File: src/rtl/vend_pkg.sv
// vend_pkg: coin encoding, FSM states and price table
// shared by the vending_controller slice.
package vend_pkg;

  typedef enum logic [1:0] {
    COIN_BAD     = 2'b00,
    COIN_NICKEL  = 2'b01,
    COIN_DIME    = 2'b10,
    COIN_QUARTER = 2'b11
  } coin_e;

  typedef enum logic [1:0] {
    IDLE,
    COLLECT,
    DISPENSE,
    CHANGE
  } state_e;

  localparam int PRICE [4] = '{25, 50, 65, 100};

  function automatic logic [7:0] COIN_VALUE(coin_e c);
    case (c)
      COIN_NICKEL:  return 8'd5;
      COIN_DIME:    return 8'd10;
      COIN_QUARTER: return 8'd25;
      default:      return 8'd0;
    endcase
  endfunction

endpackage

File: src/rtl/vend_change_sel.sv
// vend_change_sel: greedy largest-coin-first change selector
// driven from the current credit.
module vend_change_sel
  import vend_pkg::*;
#(
  parameter int CREDIT_W = 8
) (
  input  logic [CREDIT_W-1:0] credit,
  output coin_e               coin
);

  always_comb begin
    coin = COIN_NICKEL;
    if (credit >= CREDIT_W'(25))
      coin = COIN_QUARTER;
    else if (credit >= CREDIT_W'(10))
      coin = COIN_DIME;
  end

endmodule

File: src/rtl/vending_controller.sv
// vending_controller: coin credit, price check, dispense and change FSM.
// Optional idle auto-refund is built when VEND_TIMEOUT_EN is defined.
module vending_controller
  import vend_pkg::*;
#(
  parameter int MAX_CREDIT  = 150,
  parameter int CREDIT_W    = 8,
  parameter int TIMEOUT_CYC = 1000
) (
  input  logic                clk,
  input  logic                rst_n,
  input  logic                coin_valid,
  input  logic [1:0]          coin_type,
  output logic                coin_acc,
  output logic                coin_rej,
  input  logic                sel_valid,
  input  logic [1:0]          sel_item,
  output logic                sel_nack,
  input  logic                cancel,
  output logic                disp_req,
  output logic [1:0]          disp_item,
  input  logic                disp_ack,
  output logic                chg_valid,
  output logic [1:0]          chg_coin,
  input  logic                chg_ready,
  output logic [CREDIT_W-1:0] credit,
  output logic                busy,
  output logic                timeout
);

  localparam logic [CREDIT_W:0] MAX_C = (CREDIT_W+1)'(MAX_CREDIT);

  state_e              state, state_n;
  logic [CREDIT_W-1:0] credit_q, credit_n;
  logic [1:0]          item_q, item_n;
  logic                acc_q, acc_n;
  logic                rej_q, rej_n;
  logic                nack_q, nack_n;
  logic                tmo_q, tmo_n;
  logic [CREDIT_W-1:0] coin_v, chg_v, price;
  logic [CREDIT_W:0]   sum;
  logic                coin_ok;
  coin_e               chg_sel;

  vend_change_sel #(
    .CREDIT_W(CREDIT_W)
  ) u_chg (
    .credit(credit_q),
    .coin  (chg_sel)
  );

`ifdef VEND_TIMEOUT_EN
  localparam int CNT_W = $clog2(TIMEOUT_CYC);
  localparam logic [CNT_W-1:0] CNT_MAX = CNT_W'(TIMEOUT_CYC - 1);

  logic [CNT_W-1:0] cnt, cnt_n;

  always_ff @(posedge clk) begin
    if (!rst_n) cnt <= '0;
    else        cnt <= cnt_n;
  end
`endif

  always_comb begin
    state_n  = state;
    credit_n = credit_q;
    item_n   = item_q;
    acc_n    = 1'b0;
    rej_n    = 1'b0;
    nack_n   = 1'b0;
    tmo_n    = 1'b0;
    coin_v   = CREDIT_W'(COIN_VALUE(coin_e'(coin_type)));
    chg_v    = CREDIT_W'(COIN_VALUE(chg_sel));
    price    = CREDIT_W'(PRICE[sel_item]);
    sum      = {1'b0, credit_q} + {1'b0, coin_v};
    coin_ok  = (coin_type != 2'b00) && (sum <= MAX_C);

    unique case (state)
      IDLE, COLLECT: begin
        if (state == COLLECT && cancel) begin
          state_n = CHANGE;
          rej_n   = coin_valid;
          nack_n  = sel_valid;
        end else if (coin_valid) begin
          nack_n = sel_valid;
          if (coin_ok) begin
            credit_n = sum[CREDIT_W-1:0];
            acc_n    = 1'b1;
            state_n  = COLLECT;
          end else begin
            rej_n = 1'b1;
          end
        end else if (sel_valid) begin
          if (state == COLLECT && credit_q >= price) begin
            credit_n = credit_q - price;
            item_n   = sel_item;
            state_n  = DISPENSE;
          end else begin
            nack_n = 1'b1;
          end
        end
      end
      DISPENSE: begin
        rej_n = coin_valid;
        if (disp_ack)
          state_n = (credit_q != '0) ? CHANGE : IDLE;
      end
      CHANGE: begin
        rej_n = coin_valid;
        if (chg_ready) begin
          credit_n = credit_q - chg_v;
          if (credit_n == '0) state_n = IDLE;
        end
      end
      default: state_n = IDLE;
    endcase

`ifdef VEND_TIMEOUT_EN
    // idle COLLECT cycles only; any accepted coin restarts the count
    cnt_n = '0;
    if (state == COLLECT && state_n == COLLECT && !acc_n) begin
      if (cnt == CNT_MAX) begin
        tmo_n   = 1'b1;
        state_n = CHANGE;
      end else begin
        cnt_n = cnt + 1'b1;
      end
    end
`endif
  end

  always_ff @(posedge clk) begin
    if (!rst_n) begin
      state    <= IDLE;
      credit_q <= '0;
      item_q   <= '0;
      acc_q    <= 1'b0;
      rej_q    <= 1'b0;
      nack_q   <= 1'b0;
      tmo_q    <= 1'b0;
    end else begin
      state    <= state_n;
      credit_q <= credit_n;
      item_q   <= item_n;
      acc_q    <= acc_n;
      rej_q    <= rej_n;
      nack_q   <= nack_n;
      tmo_q    <= tmo_n;
    end
  end

  assign coin_acc  = acc_q;
  assign coin_rej  = rej_q;
  assign sel_nack  = nack_q;
  assign timeout   = tmo_q;
  assign credit    = credit_q;
  assign disp_req  = (state == DISPENSE);
  assign disp_item = disp_req ? item_q : 2'b00;
  assign chg_valid = (state == CHANGE);
  assign chg_coin  = chg_valid ? chg_sel : 2'b00;
  assign busy      = disp_req | chg_valid;

endmodule

File: config.mk
export PLATFORM = sky130hd
export DESIGN_NAME = vending_controller
export DESIGN_NICKNAME = d
export VERILOG_FILES = /design/src/rtl/vend_pkg.sv /design/src/rtl/vend_change_sel.sv /design/src/rtl/vending_controller.sv
export SDC_FILE = /design/constraint.sdc
export NUM_CORES = 1
export LEC_CHECK = 0
export CAP_MARGIN = 0
export CORE_MARGIN = 2
export CORE_UTILIZATION = 59
export DETAILED_ROUTE_END_ITERATION = 6
export PLACE_DENSITY = 0.94
export SYNTH_ARGS = -nofsm -noshare
export SYNTH_HDL_FRONTEND = slang
export SYNTH_SLANG_ARGS = --single-unit
File: constraint.sdc
create_clock -name clk -period 10.4 [get_ports clk]
set_clock_uncertainty 0.2 [all_clocks]
set_input_delay 2.6 -clock clk [delete_from_list [all_inputs] [get_ports clk]]
set_output_delay 2.6 -clock clk [all_outputs]
set_load 0.05 [all_outputs]
# Yosys cells after proc, flatten, opt, wreduce, memory -nomap -nowiden
# Index checks and enable logic that the tools add are counted.
[word_totals]
regBits = 15
input_bits = 11
wordCells = 89
[op_classes]
addsub = 3
order_cmp = 5
eq_ne = 19
n_mux = 35
bitwise_logic = 6
reduce_logical = 15
[op_table]
columns = ["cell", "count"]
rows = [
  ["$bmux 32 s2", 1],
  ["$mux 8", 8],
  ["$pmux 5 s3", 2],
  ["$mux 2", 13],
  ["$pmux 8 s2", 1],
  ["$sub 8x8->8", 2],
  ["$eq 2x2->1 const B", 6],
  ["$ne 4x4->1 const B", 3],
  ["$reduce_and 6->1", 2],
  ["$add 8x8->9", 1],
  ["$le 9x8->1 const B", 1],
  ["$ne 3x3->1 const B", 3],
  ["$ge 8x4->1 const B", 1],
  ["$ge 8x5->1 const B", 1],
  ["$ge 8x8->1", 1],
  ["$logic_not 8->1", 1],
  ["$mux 1", 8],
  ["$reduce_bool 8->1", 1],
  ["$eq 2x1->1 const B", 3],
  ["$ne 2x1->1 const B", 3],
  ["$pmux 2 s3", 1],
  ["$reduce_and 5->1", 1],
  ["$not 1->1", 4],
  ["$reduce_bool 2->1", 2],
  ["10 further kinds", 13],
]

# Depth between registers and ports, before layout
[depth]
ltp_word = 11
mapped_depth = 14
ltp_nobuf = 13

# Modules after synthesis
# A second synthesis with hierarchy kept.
[unflattened]
hier_cells = 283
hier_area_um2 = 2063.2
[modules_own_cells]
columns = ["module", "n_inst", "cells_per_inst", "area_per_inst_um2", "seq_area_each_um2"]
rows = [
  ["vending_controller", 1, 278, 2020.7, 300.3],
  ["vend_change_sel", 1, 5, 42.5, 0.0],
]

# Worst setup path after synthesis
# OpenSTA, ideal clock, no wires.
[synth_path]
path_kind = "reg2out"
start = "reg credit_q[5] (netlist: credit[5])"
end = "out chg_coin[0]"
arrival_time_ns = 2.344
path_slack_ns = 5.256
path_stages_with_launch = 5
cell_sequence = "dfxtp_1 > clkbuf_1 > or3_1 > or3b_1 > a21oi_1"
[synth_via]
elab_chain_len = 4
[synth_lines]
columns = ["item", "line_no", "text"]
rows = [
  ["start, declared", "vending_controller.sv:34", "logic [CREDIT_W-1:0] credit_q, credit_n;"],
  ["start signal, assigned", "vending_controller.sv:143", "credit_q <= credit_n;"],
  ["$ge 8x4->1", "vend_change_sel.sv:16", "else if (credit >= CREDIT_W'(10))"],
  ["$mux 2", "vend_change_sel.sv:16", ""],
  ["$mux 2 (*)", "vend_change_sel.sv:14", "if (credit >= CREDIT_W'(25))"],
  ["$mux 2 (*)", "vending_controller.sv:160", "assign chg_coin = chg_valid ? chg_sel : 2'b00;"],
  ["end, declared", "vending_controller.sv:24", "output logic [1:0] chg_coin,"],
]
# Every way passes the cells marked *; elsewhere a longest branch is shown, timed or not.

# Final worst setup path
[layout_path]
start = "in coin_type[0]"
end = "reg credit_q[1] (netlist: credit[1])"
[layout_via]
elab_chain_len = 7
[layout_lines]
columns = ["item", "line_no", "text"]
rows = [
  ["start, declared", "vending_controller.sv:13", "input logic [1:0] coin_type,"],
  ["$eq 2x2->1 / $eq 2x1->1 (equally long branches)", "vend_pkg.sv:22", "case (c)"],
  ["$pmux 5 s3", "vend_pkg.sv:22", ""],
  ["$add 8x8->9", "vending_controller.sv:75", "sum = {1'b0, credit_q} + {1'b0, coin_v};"],
  ["$le 9x8->1 / $mux 8 (equally long branches)", "vending_controller.sv:76, vending_controller.sv:86", ""],
  ["$logic_and 1x1->1 / $mux 8 (equally long branches)", "vending_controller.sv:76, vending_controller.sv:84", ""],
  ["$ne 3x3->1 (no line) / $mux 8 (equally long branches)", "--", ""],
  ["$reduce_and 6->1 (no line) / $pmux 8 s2 (equally long branches)", "--", ""],
]
# Parallel ways exist; a longest one is shown, timed or not. The select of a mux whose other input is x is not followed.
# A chain may end at the register's enable or synchronous reset.

==> results.json <==
{
  "status": "finished, final reports clean",
  "clkSinkCount": 15,
  "core-area_um2": 3080,
  "syn_nets": 292,
  "timing.rr.end": "state[0]",
  "die_y_um": 61.3,
  "antenna_found_initial": 0,
  "rsz0062_at_grt": "false",
  "area_growth_pct": 15.7,
  "rr_worst_depth": 13,
  "yosys_warnings": 0,
  "worst-endpoint-required_ns": 10.37,
  "ff2ff_setup_slack_ns": 6.09,
  "track_usage": 0.313,
  "cts_resized": 0,
  "grt_overflow": 0,
  "cts_tree": "done",
  "maxSlewViolCount": 0,
  "grt_pass1_vias": 1925,
  "arrival_ns": 5.55,
  "placed_cell_area_um2": 2220,
  "syn_area_per_cell_um2": 7.43,
  "cp-start-kind": "input pin",
  "holdWs_ns": 0.280,
  "final-setup-viol-count": 0,
  "fin_crit_sh": 0.537,
  "use_met1": 0.399,
  "fin_cells": 323,
  "synth_edf_count": 0,
  "io_buffers": 28,
  "clk_latency_ns": 0.29,
  "vias_per_cell": 6.62,
  "period_needed_ns": 5.58,
  "fmaxAchievable_mhz": 179,
  "synthDistinctLibCells": 58,
  "die_x_um": 61.3,
  "post-dp-hpwl_um": 4340,
  "wl_um": 5570,
  "crit_start": "coin_type[0]",
  "drive_above_1_share": 0.0287,
  "fin_nets": 311,
  "place_congestion": 0.939,
  "root_buffer": "clkbuf_4",
  "critical_path_class": "in -> reg",
  "timing.rr.start": "credit[5]",
  "cts_made_buffers": 3,
  "hold_class": "reg -> reg",
  "grt-busiest-layer": "met2",
  "io_pins": 30,
  "syn_area_um2": 1940,
  "met3_usage": 0.0483,
  "grt_pass1_wl_um": 8800,
  "wl_per_cell_um": 17.2,
  "fin_tns_setup_ns": 0,
  "ys.flop_type": "dfxtp_1",
  "clkTransAtPathRegs_ns": 0.10,
  "drc": 0,
  "ir_drop_v": 0.000107,
  "cts_setup_buffers": 0,
  "place_inst": 319,
  "syn_inst": 261,
  "endpoint": "credit[1]",
  "cap_viol_max_count": 0,
  "die_area_um2": 3760,
  "yosysSeqAreaShare": 0.155,
  "endpoint_kind": "register",
  "relSlewSlack": 0.529,
  "first_pass_iters": 4,
  "utilization": 0.729,
  "num_antenna_cells": 0,
  "leakagePower_nw": 0.866,
  "rows": 20,
  "design_area_um2": 2240,
  "met2_usage": 0.518,
  "worstPathMaxFanout": 6,
  "htree_levels": 1,
  "grt_max_degree": 20,
  "start_util": 0.630,
  "hold_violations": 0,
  "ant_nets": 0,
  "vias": 2139,
  "drtIter0Drc": 241,
  "synth_seq_cells": 15,
  "final_common_cell": "clkdlybuf4s50_1",
  "cts_hold_buffers": 0,
  "final_cell_mix": "clkdlybuf4s50_1, nand2_1, nor2_1",
  "synth-async-reset-ratio": 0,
  "cts_buffer_depth": 2,
  "p_per_area_nw_per_um2": 241,
  "worstMarginPinSlew_ns": 0.698
}
==> stage by stage <==
stage | power (mW) | worst slack [ns]
finish | 0.541 | 4.82
global route | 0.579 | 4.61
CTS | 0.535 | 4.83
detailed placement | 0.497 | 4.53
global placement | 0.487 | 4.64
floorplan | 0.400 | 5.26
==> area by class of cell <==
type	instances	area (um^2)
Sequential cell	15	300
Clock buffer	4	26.3
Timing Repair Buffer	28	280
Fill cell	264	835
Tap cell	44	55.1
Inverter	16	60.1
Multi-Input combinational cell	216	1520
==> metal layers <==
layer,up-vias,share of wire,routed length [um]
li1,1020,-,-
met1,991,0.42,2310
met2,104,0.47,2620
met3,24,0.076,423
met4,0,0.039,215
met5,-,0,0
==> cell families (layout without fill, tap and decap cells) <==
| group | after synthesis | count (layout) | share of synthesized area |
|---|---|---|---|
| XOR/XNOR | 6 | 6 | 0.0271 |
| AO/OA/AOI/OAI | 95 | 95 | 0.350 |
| multiplexers | 6 | 6 | 0.0310 |
| adder cells (fa/ha/maj) | 20 | 20 | 0.141 |
| buffers and inverters | 30 | 48 | 0.0606 |
| other | 1 | 1 | 0.00193 |
| flip-flops | 15 | 15 | 0.155 |
| AND/OR/NAND/NOR | 88 | 88 | 0.234 |
==> synth_stat cells (all sizes together), types with 2 or more instances <==
| library cell | number | area [um^2] |
|---|---|---|
| nor2 | 19 | 73.8 |
| clkbuf | 12 | 45.0 |
| fa | 3 | 60.1 |
| or4 | 4 | 30.0 |
| o41ai | 3 | 26.3 |
| nor2b | 8 | 57.6 |
| xnor2 | 3 | 26.3 |
| o21ba | 2 | 20.0 |
| o2111ai | 2 | 17.5 |
| or3 | 4 | 25.0 |
| o311ai | 3 | 26.3 |
| nor3b | 4 | 30.0 |
| and2 | 3 | 18.8 |
| a21o | 2 | 15.0 |
| ha | 17 | 213 |
| a21oi | 14 | 70.1 |
| o21a | 6 | 45.0 |
| buf | 2 | 12.5 |
| o31a | 5 | 43.8 |
| nand2b | 2 | 12.5 |
| o21ai | 20 | 100 |
| nor3 | 5 | 25.0 |
| o22ai | 2 | 12.5 |
| nand2 | 26 | 97.6 |
| a2111oi | 2 | 17.5 |
| a21boi | 2 | 15.0 |
| o211ai | 10 | 75.1 |
| nand4b | 2 | 17.5 |
| o211a | 2 | 20.0 |
| a211oi | 5 | 42.5 |
| inv | 16 | 60.1 |
| a31oi | 2 | 12.5 |
| mux2i | 6 | 60.1 |
| a211o | 4 | 36.3 |
| nand3 | 7 | 35.0 |
| dfxtp | 15 | 300 |
| xor2 | 3 | 26.3 |
==> sequential cells by signal, summed over array words and instances (netlist names) <==
register	count
coin_rej	1
state	2
credit	8
coin_acc	1
sel_nack	1
item_q	2
==> how the worst min path moves through the flow <==
stage / cells after the start / start / to / slack (ns)
6_report: 2 / item_q[1] / item_q[1] / 0.28
5_1_grt: 2 / item_q[1] / item_q[1] / 0.30
3_3_place_gp: 2 / item_q[0] / item_q[0] / 0.24
4_1_cts: 2 / item_q[1] / item_q[1] / 0.28
3_5_place_dp: 2 / item_q[1] / item_q[1] / 0.27
2_1_floorplan: 2 / item_q[0] / item_q[0] / 0.23
==> report_power, final <==
part	internal, mW	leakage (nW)	switching (mW)
combinational	0.158	0.729	0.246
sequential	0.0702	0.123	0.0319
clock	0.0149	0.0150	0.0199
==> worst max-delay path, stage by stage <==
cell and delay, ns:
clkdlybuf4s50_1 0.48, ha_1 0.28, fa_1 0.46, a211oi_1 0.37, nor2_1 0.11, a211o_1 0.29, a32oi_1 0.39, o211a_2 0.30
nor2_2 0.11, mux2i_1 0.15
No activity file was read; power rests on OpenSTA's default activity.
